--- src/rtl/ft_lockstep_recovery_pkg.sv ---
// rtl/ft_lockstep_recovery_pkg.sv - shared types and helpers for the lockstep register-file guard
package ft_pkg;
    typedef enum logic [1:0] {
        RUN     = 2'd0,
        SYNC    = 2'd1,
        RESTORE = 2'd2
    } state_e;

    localparam logic [1:0] FAULT_NONE = 2'd3;

    function automatic logic majority3(input logic a, input logic b, input logic c);
        return (a & b) | (a & c) | (b & c);
    endfunction
endpackage

--- src/rtl/ft_lockstep_recovery_if.sv ---
// rtl/ft_lockstep_recovery_if.sv - lane write-back and fetch-control bundle for the lockstep guard
interface ft_lockstep_recovery_if #(
    parameter int ADDR_WIDTH = 5,
    parameter int DATA_WIDTH = 32,
    parameter int NUM_LANES  = 2,
    parameter int CNT_WIDTH  = 8
);
    logic [NUM_LANES-1:0]                 we_i;
    logic [NUM_LANES-1:0][ADDR_WIDTH-1:0] addr_i;
    logic [NUM_LANES-1:0][DATA_WIDTH-1:0] data_i;
    logic [DATA_WIDTH-1:0]                spc_i;
    logic [DATA_WIDTH-1:0]                spc_o;
    logic [ADDR_WIDTH-1:0]                addr_o;
    logic [DATA_WIDTH-1:0]                data_o;
    logic                                 fetch_block_o;
    logic                                 rollback_o;
    logic [1:0]                           fault_lane_o;
    logic [CNT_WIDTH-1:0]                 err_count_o;

    modport slave (
        input  we_i, addr_i, data_i, spc_i,
        output spc_o, addr_o, data_o, fetch_block_o, rollback_o, fault_lane_o, err_count_o
    );
    modport master (
        output we_i, addr_i, data_i, spc_i,
        input  spc_o, addr_o, data_o, fetch_block_o, rollback_o, fault_lane_o, err_count_o
    );
endinterface

--- src/rtl/ft_lockstep_recovery_voter.sv ---
// rtl/ft_lockstep_recovery_voter.sv - lane comparator: agree flag, voted (TMR) or lane-0 (DMR) value, outvoted lane
module ft_voter
    import ft_pkg::*;
#(
    parameter int WIDTH     = 32,
    parameter int NUM_LANES = 2
) (
    input  logic [NUM_LANES-1:0][WIDTH-1:0] in_i,
    output logic                            agree_o,
    output logic [WIDTH-1:0]                voted_o,
    output logic [1:0]                      lane_o
);
    if (NUM_LANES == 3) begin : g_tmr
        logic [WIDTH-1:0] w_maj;
        logic [2:0]       w_diff;

        always_comb begin
            w_maj = '0;
            for (int b = 0; b < WIDTH; b++) begin
                w_maj[b] = majority3(in_i[0][b], in_i[1][b], in_i[2][b]);
            end
        end

        always_comb begin
            w_diff  = '0;
            for (int k = 0; k < 3; k++) begin
                w_diff[k] = (in_i[k] != w_maj);
            end
            agree_o = (w_diff == 3'b000);
            voted_o = w_maj;
            // Only a single outlier can be blamed; several outliers leave the culprit unknown
            case (w_diff)
                3'b001:  lane_o = 2'd0;
                3'b010:  lane_o = 2'd1;
                3'b100:  lane_o = 2'd2;
                default: lane_o = FAULT_NONE;
            endcase
        end
    end else begin : g_dmr
        assign agree_o = (in_i[0] == in_i[1]);
        assign voted_o = in_i[0];
        assign lane_o  = FAULT_NONE;
    end
endmodule

--- src/rtl/ft_lockstep_recovery.sv ---
// rtl/ft_lockstep_recovery.sv - N-lane lockstep register-file guard with resync sweep and PC rollback
module ft_lockstep_recovery
    import ft_pkg::*;
#(
    parameter int ADDR_WIDTH = 5,
    parameter int DATA_WIDTH = 32,
    parameter int NUM_LANES  = 2,
    parameter int CNT_WIDTH  = 8
) (
    input logic                   clk_i,
    input logic                   rst_ni,
    ft_lockstep_recovery_if.slave bus
);
    localparam int DEPTH  = 2 ** ADDR_WIDTH;
    localparam int WORD_W = 1 + ADDR_WIDTH + DATA_WIDTH;

    if (NUM_LANES != 2 && NUM_LANES != 3) begin : g_bad_lanes
        $error("ft_lockstep_recovery: NUM_LANES must be 2 or 3");
    end

    state_e                                           r_state, w_next_state;
    logic [ADDR_WIDTH-1:0]                            r_idx;
    logic [NUM_LANES-1:0][DEPTH-1:0][DATA_WIDTH-1:0]  r_copy;
    logic [ADDR_WIDTH-1:0]                            r_addr;
    logic [DATA_WIDTH-1:0]                            r_data;
    logic [DATA_WIDTH-1:0]                            r_spc;
    logic [CNT_WIDTH-1:0]                             r_cnt;
    logic [1:0]                                       r_fault;

    logic [NUM_LANES-1:0][WORD_W-1:0]     w_wr_words;
    logic                                 w_wr_agree;
    logic [WORD_W-1:0]                    w_wr_vote;
    logic [1:0]                           w_wr_lane;
    logic                                 w_vote_we;
    logic [ADDR_WIDTH-1:0]                w_vote_addr;
    logic [DATA_WIDTH-1:0]                w_vote_data;
    logic                                 w_commit;
    logic [NUM_LANES-1:0][DATA_WIDTH-1:0] w_rd_words;
    logic [DATA_WIDTH-1:0]                w_golden;
    logic                                 w_gold_agree;
    logic [1:0]                           w_gold_lane;
    logic                                 w_unused_gold;
    logic                                 w_fetch_block;
    logic                                 w_rollback;

    // Address/data are masked when a lane is not writing so idle lanes always compare equal
    always_comb begin
        w_wr_words = '0;
        for (int k = 0; k < NUM_LANES; k++) begin
            if (bus.we_i[k]) w_wr_words[k] = {1'b1, bus.addr_i[k], bus.data_i[k]};
        end
    end

    ft_voter #(.WIDTH(WORD_W), .NUM_LANES(NUM_LANES)) u_wr_voter (
        .in_i(w_wr_words), .agree_o(w_wr_agree), .voted_o(w_wr_vote), .lane_o(w_wr_lane)
    );

    assign {w_vote_we, w_vote_addr, w_vote_data} = w_wr_vote;
    assign w_commit = w_vote_we && (w_wr_agree || NUM_LANES == 3);

    always_comb begin
        w_rd_words = '0;
        for (int k = 0; k < NUM_LANES; k++) w_rd_words[k] = r_copy[k][r_idx];
    end

    ft_voter #(.WIDTH(DATA_WIDTH), .NUM_LANES(NUM_LANES)) u_gold_voter (
        .in_i(w_rd_words), .agree_o(w_gold_agree), .voted_o(w_golden), .lane_o(w_gold_lane)
    );

    assign w_unused_gold = ^{w_gold_agree, w_gold_lane};

    always_comb begin
        w_next_state  = r_state;
        w_fetch_block = 1'b0;
        w_rollback    = 1'b0;
        case (r_state)
            RUN:     if (!w_wr_agree) w_next_state = SYNC;
            SYNC: begin
                w_fetch_block = 1'b1;
                if (&r_idx) w_next_state = RESTORE;
            end
            RESTORE: begin
                w_fetch_block = 1'b1;
                w_rollback    = (NUM_LANES == 2);
                w_next_state  = RUN;
            end
            default: w_next_state = RUN;
        endcase
    end

    always_ff @(posedge clk_i) begin
        if (!rst_ni) begin
            r_state <= RUN;
            r_idx   <= '0;
            r_copy  <= '0;
            r_addr  <= '0;
            r_data  <= '0;
            r_spc   <= '0;
            r_cnt   <= '0;
            r_fault <= FAULT_NONE;
        end else begin
            r_state <= w_next_state;
            case (r_state)
                RUN: begin
                    r_idx <= '0;
                    if (w_commit) begin
                        for (int k = 0; k < NUM_LANES; k++) r_copy[k][w_vote_addr] <= w_vote_data;
                        r_addr <= w_vote_addr;
                        r_data <= w_vote_data;
                    end
                    if (w_wr_agree) begin
                        r_spc <= bus.spc_i;
                    end else begin
                        if (r_cnt != '1) r_cnt <= r_cnt + 1'b1;
                        if (NUM_LANES == 3) r_fault <= w_wr_lane;
                    end
                end
                SYNC: begin
                    for (int k = 0; k < NUM_LANES; k++) r_copy[k][r_idx] <= w_golden;
                    r_addr <= r_idx;
                    r_data <= w_golden;
                    r_idx  <= r_idx + 1'b1;
                end
                default: ;
            endcase
        end
    end

    assign bus.spc_o         = r_spc;
    assign bus.addr_o        = (r_state == SYNC) ? r_idx : r_addr;
    assign bus.data_o        = (r_state == SYNC) ? w_golden : r_data;
    assign bus.fetch_block_o = w_fetch_block;
    assign bus.rollback_o    = w_rollback;
    assign bus.fault_lane_o  = r_fault;
    assign bus.err_count_o   = r_cnt;
endmodule

--- src/flat_wrapper.sv ---
// flat-port wrapper written by rule: the top's interface ports become plain ports
module ft_lockstep_recovery_flat import ft_pkg::*;
#(
    parameter int ADDR_WIDTH = 5,
    parameter int DATA_WIDTH = 32,
    parameter int NUM_LANES  = 2,
    parameter int CNT_WIDTH  = 8
)
  (clk_i, rst_ni, bus_we_i, bus_addr_i, bus_data_i, bus_spc_i, bus_spc_o, bus_addr_o, bus_data_o, bus_fetch_block_o, bus_rollback_o, bus_fault_lane_o, bus_err_count_o);
  ft_lockstep_recovery_if #(.ADDR_WIDTH(ADDR_WIDTH), .DATA_WIDTH(DATA_WIDTH), .NUM_LANES(NUM_LANES), .CNT_WIDTH(CNT_WIDTH)) bus_i ();
  input logic clk_i;
  input logic rst_ni;
  input wire logic [$bits(bus_i.we_i)-1:0] bus_we_i;
  input wire logic [$bits(bus_i.addr_i)-1:0] bus_addr_i;
  input wire logic [$bits(bus_i.data_i)-1:0] bus_data_i;
  input wire logic [$bits(bus_i.spc_i)-1:0] bus_spc_i;
  output wire logic [$bits(bus_i.spc_o)-1:0] bus_spc_o;
  output wire logic [$bits(bus_i.addr_o)-1:0] bus_addr_o;
  output wire logic [$bits(bus_i.data_o)-1:0] bus_data_o;
  output wire logic [$bits(bus_i.fetch_block_o)-1:0] bus_fetch_block_o;
  output wire logic [$bits(bus_i.rollback_o)-1:0] bus_rollback_o;
  output wire logic [$bits(bus_i.fault_lane_o)-1:0] bus_fault_lane_o;
  output wire logic [$bits(bus_i.err_count_o)-1:0] bus_err_count_o;
  assign bus_i.we_i = bus_we_i;
  assign bus_i.addr_i = bus_addr_i;
  assign bus_i.data_i = bus_data_i;
  assign bus_i.spc_i = bus_spc_i;
  assign bus_spc_o = bus_i.spc_o;
  assign bus_addr_o = bus_i.addr_o;
  assign bus_data_o = bus_i.data_o;
  assign bus_fetch_block_o = bus_i.fetch_block_o;
  assign bus_rollback_o = bus_i.rollback_o;
  assign bus_fault_lane_o = bus_i.fault_lane_o;
  assign bus_err_count_o = bus_i.err_count_o;
  ft_lockstep_recovery #(.ADDR_WIDTH(ADDR_WIDTH), .DATA_WIDTH(DATA_WIDTH), .NUM_LANES(NUM_LANES), .CNT_WIDTH(CNT_WIDTH)) u_core (.clk_i(clk_i), .rst_ni(rst_ni), .bus(bus_i));
endmodule
--- config.mk ---
export PLATFORM = sky130hd
export DESIGN_NAME = ft_lockstep_recovery_flat
export DESIGN_NICKNAME = d
export VERILOG_FILES = /design/src/rtl/ft_lockstep_recovery_pkg.sv /design/src/rtl/ft_lockstep_recovery_if.sv /design/src/rtl/ft_lockstep_recovery_voter.sv /design/src/rtl/ft_lockstep_recovery.sv /design/src/flat_wrapper.sv
export SDC_FILE = /design/constraint.sdc
export NUM_CORES = 2
export LEC_CHECK = 0
export BUFFER_PORTS_ARGS = -buffer_cell sky130_fd_sc_hd__buf_2
export CAP_MARGIN = 40
export CORE_MARGIN = 2
export CORE_UTILIZATION = 31
export CTS_CLUSTER_DIAMETER = 200
export DETAILED_ROUTE_END_ITERATION = 6
export PLACE_DENSITY = 0.56
export SYNTH_ARGS = -nofsm -noshare
export SYNTH_HDL_FRONTEND = slang
export SYNTH_SLANG_ARGS = --single-unit
--- constraint.sdc ---
create_clock -name clk_i -period 9.5 [get_ports clk_i]
set_input_delay 0.475 -clock clk_i [delete_from_list [all_inputs] [get_ports clk_i]]
set_output_delay 0.475 -clock clk_i [all_outputs]
set_load 0.01 [all_outputs]
[After elaboration in Yosys (flattened, before gate mapping)]
Cells that the tools add are included.
Storage, ports and cells
  register bits after elaboration: 2132
  input bits: 110
  output and inout port bits: 81
  logic and storage cells: 121
Cells by class
  add/subtract/negate cells: 2
  $lt $le $gt $ge: 4
  equality and inequality tests: 7
  mux-type cells: 26
  bitwise logic cells: 1
  reductions and logical operators: 11
Operators by type and width (number)
  1024-bit bitwise mux: 4
  2048-bit case mux with 2 select lines: 1
  2048-bit 2-to-1 mux: 1
  32-bit demux with 5-bit select: 2
  32-bit binary-select mux with 5-bit select: 1
  32-bit 2-to-1 mux: 5
  38-bit 2-to-1 mux: 2
  32-bit case mux with 2 select lines: 1
  38-bit equality test: 1
  5-bit case mux with 2 select lines: 2
  5-bit by 6-bit < comparator with 1-bit output, second input constant: 2
  5-bit by 1-bit >= comparator with 1-bit output, second input constant: 2
  5-bit 2-to-1 mux: 2
  8-bit by 1-bit adder with 8-bit output, second input constant: 1
  8-bit inequality test, second input constant: 1
  2-bit AND reduction: 3
  5-bit by 1-bit adder with 5-bit output, second input constant: 1
  5-bit AND reduction: 1
  2-bit 2-to-1 mux: 2
  2-bit by 1-bit inequality test with 1-bit output, second input constant: 2
  2-bit case mux with 2 select lines: 1
  1-bit logical AND: 3
  3-bit AND reduction: 1
  2-bit by 1-bit equality test with 1-bit output, second input constant: 1
  other kinds (7): 8

[Depth between registers and ports, before layout]
  depth after elaboration: 8
  gate-level depth with buffers: 14
  mapped depth without buffers: 8

[By module]
From an unflattened synthesis, not the netlist that was laid out.
Unflattened totals
  cells, all modules: 5759
  area total of the unflattened synthesis: 59265.6 µm²
By module, submodules not included
  ft_lockstep_recovery: times used 1, cells an instance 5589, area each 57939.3 µm², sequential area each 22181.3 µm²
  ft_voter (u_core.u_wr_voter): times used 1, cells an instance 92, area each 720.7 µm², sequential area each 0.0 µm²
  ft_voter (u_core.u_gold_voter): times used 1, cells an instance 78, area each 605.6 µm², sequential area each 0.0 µm²

[Least setup slack after synthesis]
OpenSTA, ideal clock, no wires.
  path type: reg2reg
  from: register u_core.r_idx[0]
  to: register u_core.r_copy[256] in the netlist's numbering
  library setup time: 0.072 ns
  data arrival time: 3.035 ns
  required time: 9.428 ns
  path slack: 6.394 ns
  stages on the path, launching flop included: 15
  path buffers: 6
  period minus slack after synthesis: 3.106 ns
  cells stage by stage: dfxtp_1 > buf_2 > buf_2 > buf_2 > buf_2 > inv_1 > ha_1 > and2_1 > clkbuf_1 > nand2_1 > o21ai_0 > and2_1 > a31oi_1 > buf_2 > mux2i_1
On the way
  cells in the longest elaborated chain, start to end: 6
  elaborated cells on any way between the ends: 9
  those cells by class: order compare: 2; mux: 6; reduce/logical: 1
Ends and longest elaborated chain
  start, declared: RTL line ft_lockstep_recovery.sv:22  | logic [ADDR_WIDTH-1:0] r_idx;
  start signal, assigned: RTL line ft_lockstep_recovery.sv:122  | r_idx <= r_idx + 1'b1;
  5-bit by 6-bit < comparator with 1-bit output (implied by the code) or 5-bit by 1-bit >= comparator with 1-bit output (tied branches): RTL line ft_lockstep_recovery.sv:119  | for (int k = 0; k < NUM_LANES; k++) r_copy[k][r_idx] <= w_golden;
  1-bit logical AND (implied by the code): RTL line ft_lockstep_recovery.sv:119
  32-bit 2-to-1 mux (implied by the code): RTL line ft_lockstep_recovery.sv:119
  32-bit demux with 5-bit select
  1024-bit bitwise mux *: RTL line ft_lockstep_recovery.sv:119
  2048-bit case mux with 2 select lines *: RTL line ft_lockstep_recovery.sv:103  | case (r_state)
  end signal, assigned: RTL line ft_lockstep_recovery.sv:95  | r_copy <= '0;
  end, declared: RTL line ft_lockstep_recovery.sv:23  | logic [NUM_LANES-1:0][DEPTH-1:0][DATA_WIDTH-1:0] r_copy;
Every way passes the cells marked *; elsewhere a longest branch is shown, timed or not. The select of a mux whose other input is x is not followed.
A chain may end at the register's enable or synchronous reset.

[Final worst setup path]
  from: register u_core.r_idx[0]
  to: output bus_data_o[18]
On the way
  cells in the longest elaborated chain, start to end: 3
Ends and longest elaborated chain
  32-bit binary-select mux with 5-bit select: RTL line ft_lockstep_recovery.sv:63  | for (int k = 0; k < NUM_LANES; k++) w_rd_words[k] = r_copy[k][r_idx];
  32-bit 2-to-1 mux (implied by the code): RTL line ft_lockstep_recovery.sv:63
  32-bit 2-to-1 mux: RTL line ft_lockstep_recovery.sv:131  | assign bus.data_o = (r_state == SYNC) ? w_golden : r_data;
  end, declared: RTL line flat_wrapper.sv:19  | output wire logic [$bits(bus_i.data_o)-1:0] bus_data_o;
No other way between the ends. The select of a mux whose other input is x is not followed.

==> summary by stage <==
STA
The hold violation count in the final report came to 0. Setup repair after global routing left no endpoint under its margin. The post-route clock period utilization is 63.66%. The number of max-slew violations in the final report is 0.

The clock period could shrink to 6.047 ns. The final worst-path setup slack is 3.453 ns. Adding up every negative setup slack in the final design gives 0 ns. The final setup violation count is 0. The normalized max-slew margin is 22.74%. The worst-margin pin slew is 1.159 ns. Static timing analysis puts the maximum clock frequency at 0.1654 GHz. The clock arrives with 0.02596 ns of skew.

Die
Measured along the y axis, the die boundary spans 448.9 um. The I/O pin count is 191. The floorplan step defined a core boundary enclosing 197000 sq um. The floorplan has 163 rows. The die footprint is 201500 sq um. The width of the chip is 448.9 um. The effective utilization at floorplan is 31.14%.

Drt
Dividing the detail-routed via count by the number of cells gives 6.013. Once detail routing completed, the nets flagged for antenna violations numbered 0. The number of DRC violations after detailed-routing iteration 0 is 7892. The final routed DRC violation total is 0. The detailed router placed 57848 vias in this run. The wire length after detailed routing is 254800 um. For this run, the detailed router's first-pass iteration total came to 7.

The routed length per instance is 26.49 um.

Clocking
The root cell of the clock tree is clkbuf_16. The deepest clock path buffer count is 3. In this run, post-CTS repair resized a total of 0 instances. The clock network latency to the later pin of the worst-skew pair is 0.78 ns. TritonCTS built the clock tree. Clock-pin slew was measured on the worst setup and hold paths at 0.06 ns. The number of setup buffers added after CTS is 0. Clock tree synthesis found a total of 1108 sinks.

The number of CTS-inserted buffers is 120. The deepest level of the CTS H-tree is 3.

Placement
The congestion estimate from routability-driven global placement came to 0.8985. The post-placement worst setup slack is 4.296 ns. Port buffering added 188 buffers. The HPWL after detailed placement is 143300 um.

Worst hold path
The type of the tightest min-delay check is in -> reg. The worst hold path stage count is 3.

GRT
The largest net degree at the start of global routing is 239. The first-pass GRT wire length is 370600 um. After global routing the overflow that remains totals 0. The number of global-route vias before repair is 54679.

The total routing resource utilization after global routing is 24.08%. The number of antenna violations at the first check in global routing is 11.

Cells and area
Across the whole layout, storage elements account for 22190 sq um. Cells fill 34.99% of the core in the end. The number of fill cells is 20208.

The most common library cell in the layout ignoring fill and taps is nand2_1. The synthesis-to-layout area growth is 12.36%. The share of final-layout standard cells stronger than drive strength 1 is 14.02%. In the final layout, the multi-input gates occupy 35630 sq um.

The final net count is 6993. The top cell types in the final layout, fill and taps aside, are 2110 x nand2_1, 1106 x dfxtp_1, 995 x mux2i_1, 995 x o22ai_1, 256 x mux4_2.

Yosys
Of all flip-flops after synthesis, the portion carrying an async set or reset was 0%. The number of warning messages in the yosys log is 0. After synthesis, the netlist uses 58 different library cells. The most used flip-flop cell after synthesis is dfxtp_1. The synthesized instance count is 7198. Counting flops with a built-in enable in the synthesized netlist gives 0. The mapped netlist covers 61350 sq um. Synthesis inferred 1108 register bits. Dividing the synthesized area by the synthesized cell count gives 8.524 sq um. Sequential elements use 36.15% of the synthesized area.

Pwr
The static leakage power is 27.53 nW. Internal power comes to 7.875 mW. The total net switching power is 2.832 mW. The share of total power dissipated in the clock network is 47.3%. The net switching share of the total power is 26.45%. The worst-case vdd ir drop is 0.1534 mV. Sequential cells burn 43.8% of the power.

In this run the power density over the cells is 155.3 nW/um^2. Combinational logic burns 8.9% of the power.

Status
The run finished with clean final reports.

Worst setup path
The critical path capture point type is a primary output. The largest fanout on the critical path is 75. Counting cells, the worst reg-to-reg path comes to 10. STA puts the critical path data arrival time at 5.57 ns. For the worst setup path, the data required time is 9.03 ns. STA classifies the critical path startpoint as a flop. The start-to-end type of the worst setup path is reg -> out.

Job
The total of max-cap violations is 0.
## cell type report
class | count | area share (%)
sequential | 1108 | 32.19
antenna | 3 | 0.01089
clock buffer | 188 | 5.383
tap | 2640 | 4.791
clock inverter | 38 | 0.7278
timing repair buffer | 464 | 5.094
multi-input combinational | 5158 | 51.69
inverter | 22 | 0.1198
## what timing repair did
item                                    4_1_cts  5_1_grt
hold buffers                                 31        0
endpoints found under the setup margin        0        0
hold endpoints to repair                     31        0
## metrics by stage
stage	hold WS [ns]	instances	power (mW)	area [sq um]
after CTS	0.01130	9614	10.72	68910
final	0.05444	9621	10.71	68940
after global routing	0.06891	9619	10.95	68930
after detailed placement	0.4480	9357	5.713	64390
after global placement	0.4409	9329	5.685	63860
after floorplan	0.4348	7199	5.358	61360
## layer usage
metal	GRT usage, %	part of all wire, %	routed length, um
met1	31.98	41	103500
met4	10.93	4.8	12290
met2	37.13	44	111400
met5	0	0.024	62
met3	5.441	11	27560
## synth_stat cells (42+ instances only)
| library cell | count | share of area, % |
|---|---|---|
| nand2_1 | 2112 | 13 |
| dfxtp_1 | 1108 | 36 |
| buf_2 | 279 | 2.3 |
| buf_1 | 92 | 0.56 |
| o22ai_1 | 995 | 10 |
| mux4_2 | 256 | 9.4 |
| clkbuf_1 | 535 | 3.3 |
| a22oi_1 | 67 | 0.82 |
| mux2i_1 | 995 | 16 |
| o21ai_0 | 136 | 1.1 |
| a21oi_1 | 78 | 0.64 |
| nor2_1 | 86 | 0.53 |
| nand3_1 | 42 | 0.34 |
## flip-flops by register name (all words and copies together), names as in the netlist
name,count
u_core.bus.err_count_o,8
u_core.r_copy,1024
u_core.r_idx,5
u_core.bus.spc_o,32
u_core.r_state,2
u_core.r_addr,5
u_core.r_data,32
## cells by family (layout without fill, tap and decap cells)
group	Yosys count	after routing	share of synthesized area, %
flip-flops	1108	1108	36.15
adder cells (fa/ha/maj)	9	9	0.1835
XOR/XNOR	13	13	0.1856
other	1	5	0.006112
multiplexers	1251	1251	25.63
AND/OR/NAND/NOR	2343	2343	14.95
buffers and inverters	933	712	6.308
AO/OA/AOI/OAI	1540	1540	16.58
## critical path: stages, from the launching register on
cell and delay [ns]:
dfxtp_4 0.80, buf_12 0.54, mux4_2 0.59, a22o_1 0.28, a221oi_1 0.91, and3_1 0.66, buf_4 0.48, a21oi_1 0.15
buf_2 0.19
## worst paths after layout
check                                        from                                end  slack (ns)
setup / recovery     u_core.r_idx[0]$_SDFFE_PN0P_                     bus_data_o[18]        3.45
hold / removal                      bus_spc_i[25]  u_core.bus.spc_o[25]$_SDFFE_PN0P_        0.05
setup reg to reg     u_core.r_idx[0]$_SDFFE_PN0P_    u_core.r_copy[520]$_SDFFE_PN0P_        4.47
hold reg to reg   u_core.r_copy[454]$_SDFFE_PN0P_    u_core.r_copy[454]$_SDFFE_PN0P_        0.45
## power by group through the flow
stage | logic [mW] | registers [mW] | clock network [mW]
global placement | 0.896 | 4.79 | 0
floorplan | 0.582 | 4.78 | 0
detailed placement | 0.923 | 4.79 | 0
CTS | 0.934 | 4.69 | 5.10
global route | 0.995 | 4.69 | 5.27
finish | 0.958 | 4.69 | 5.06
No activity file was read; power rests on OpenSTA's default activity.
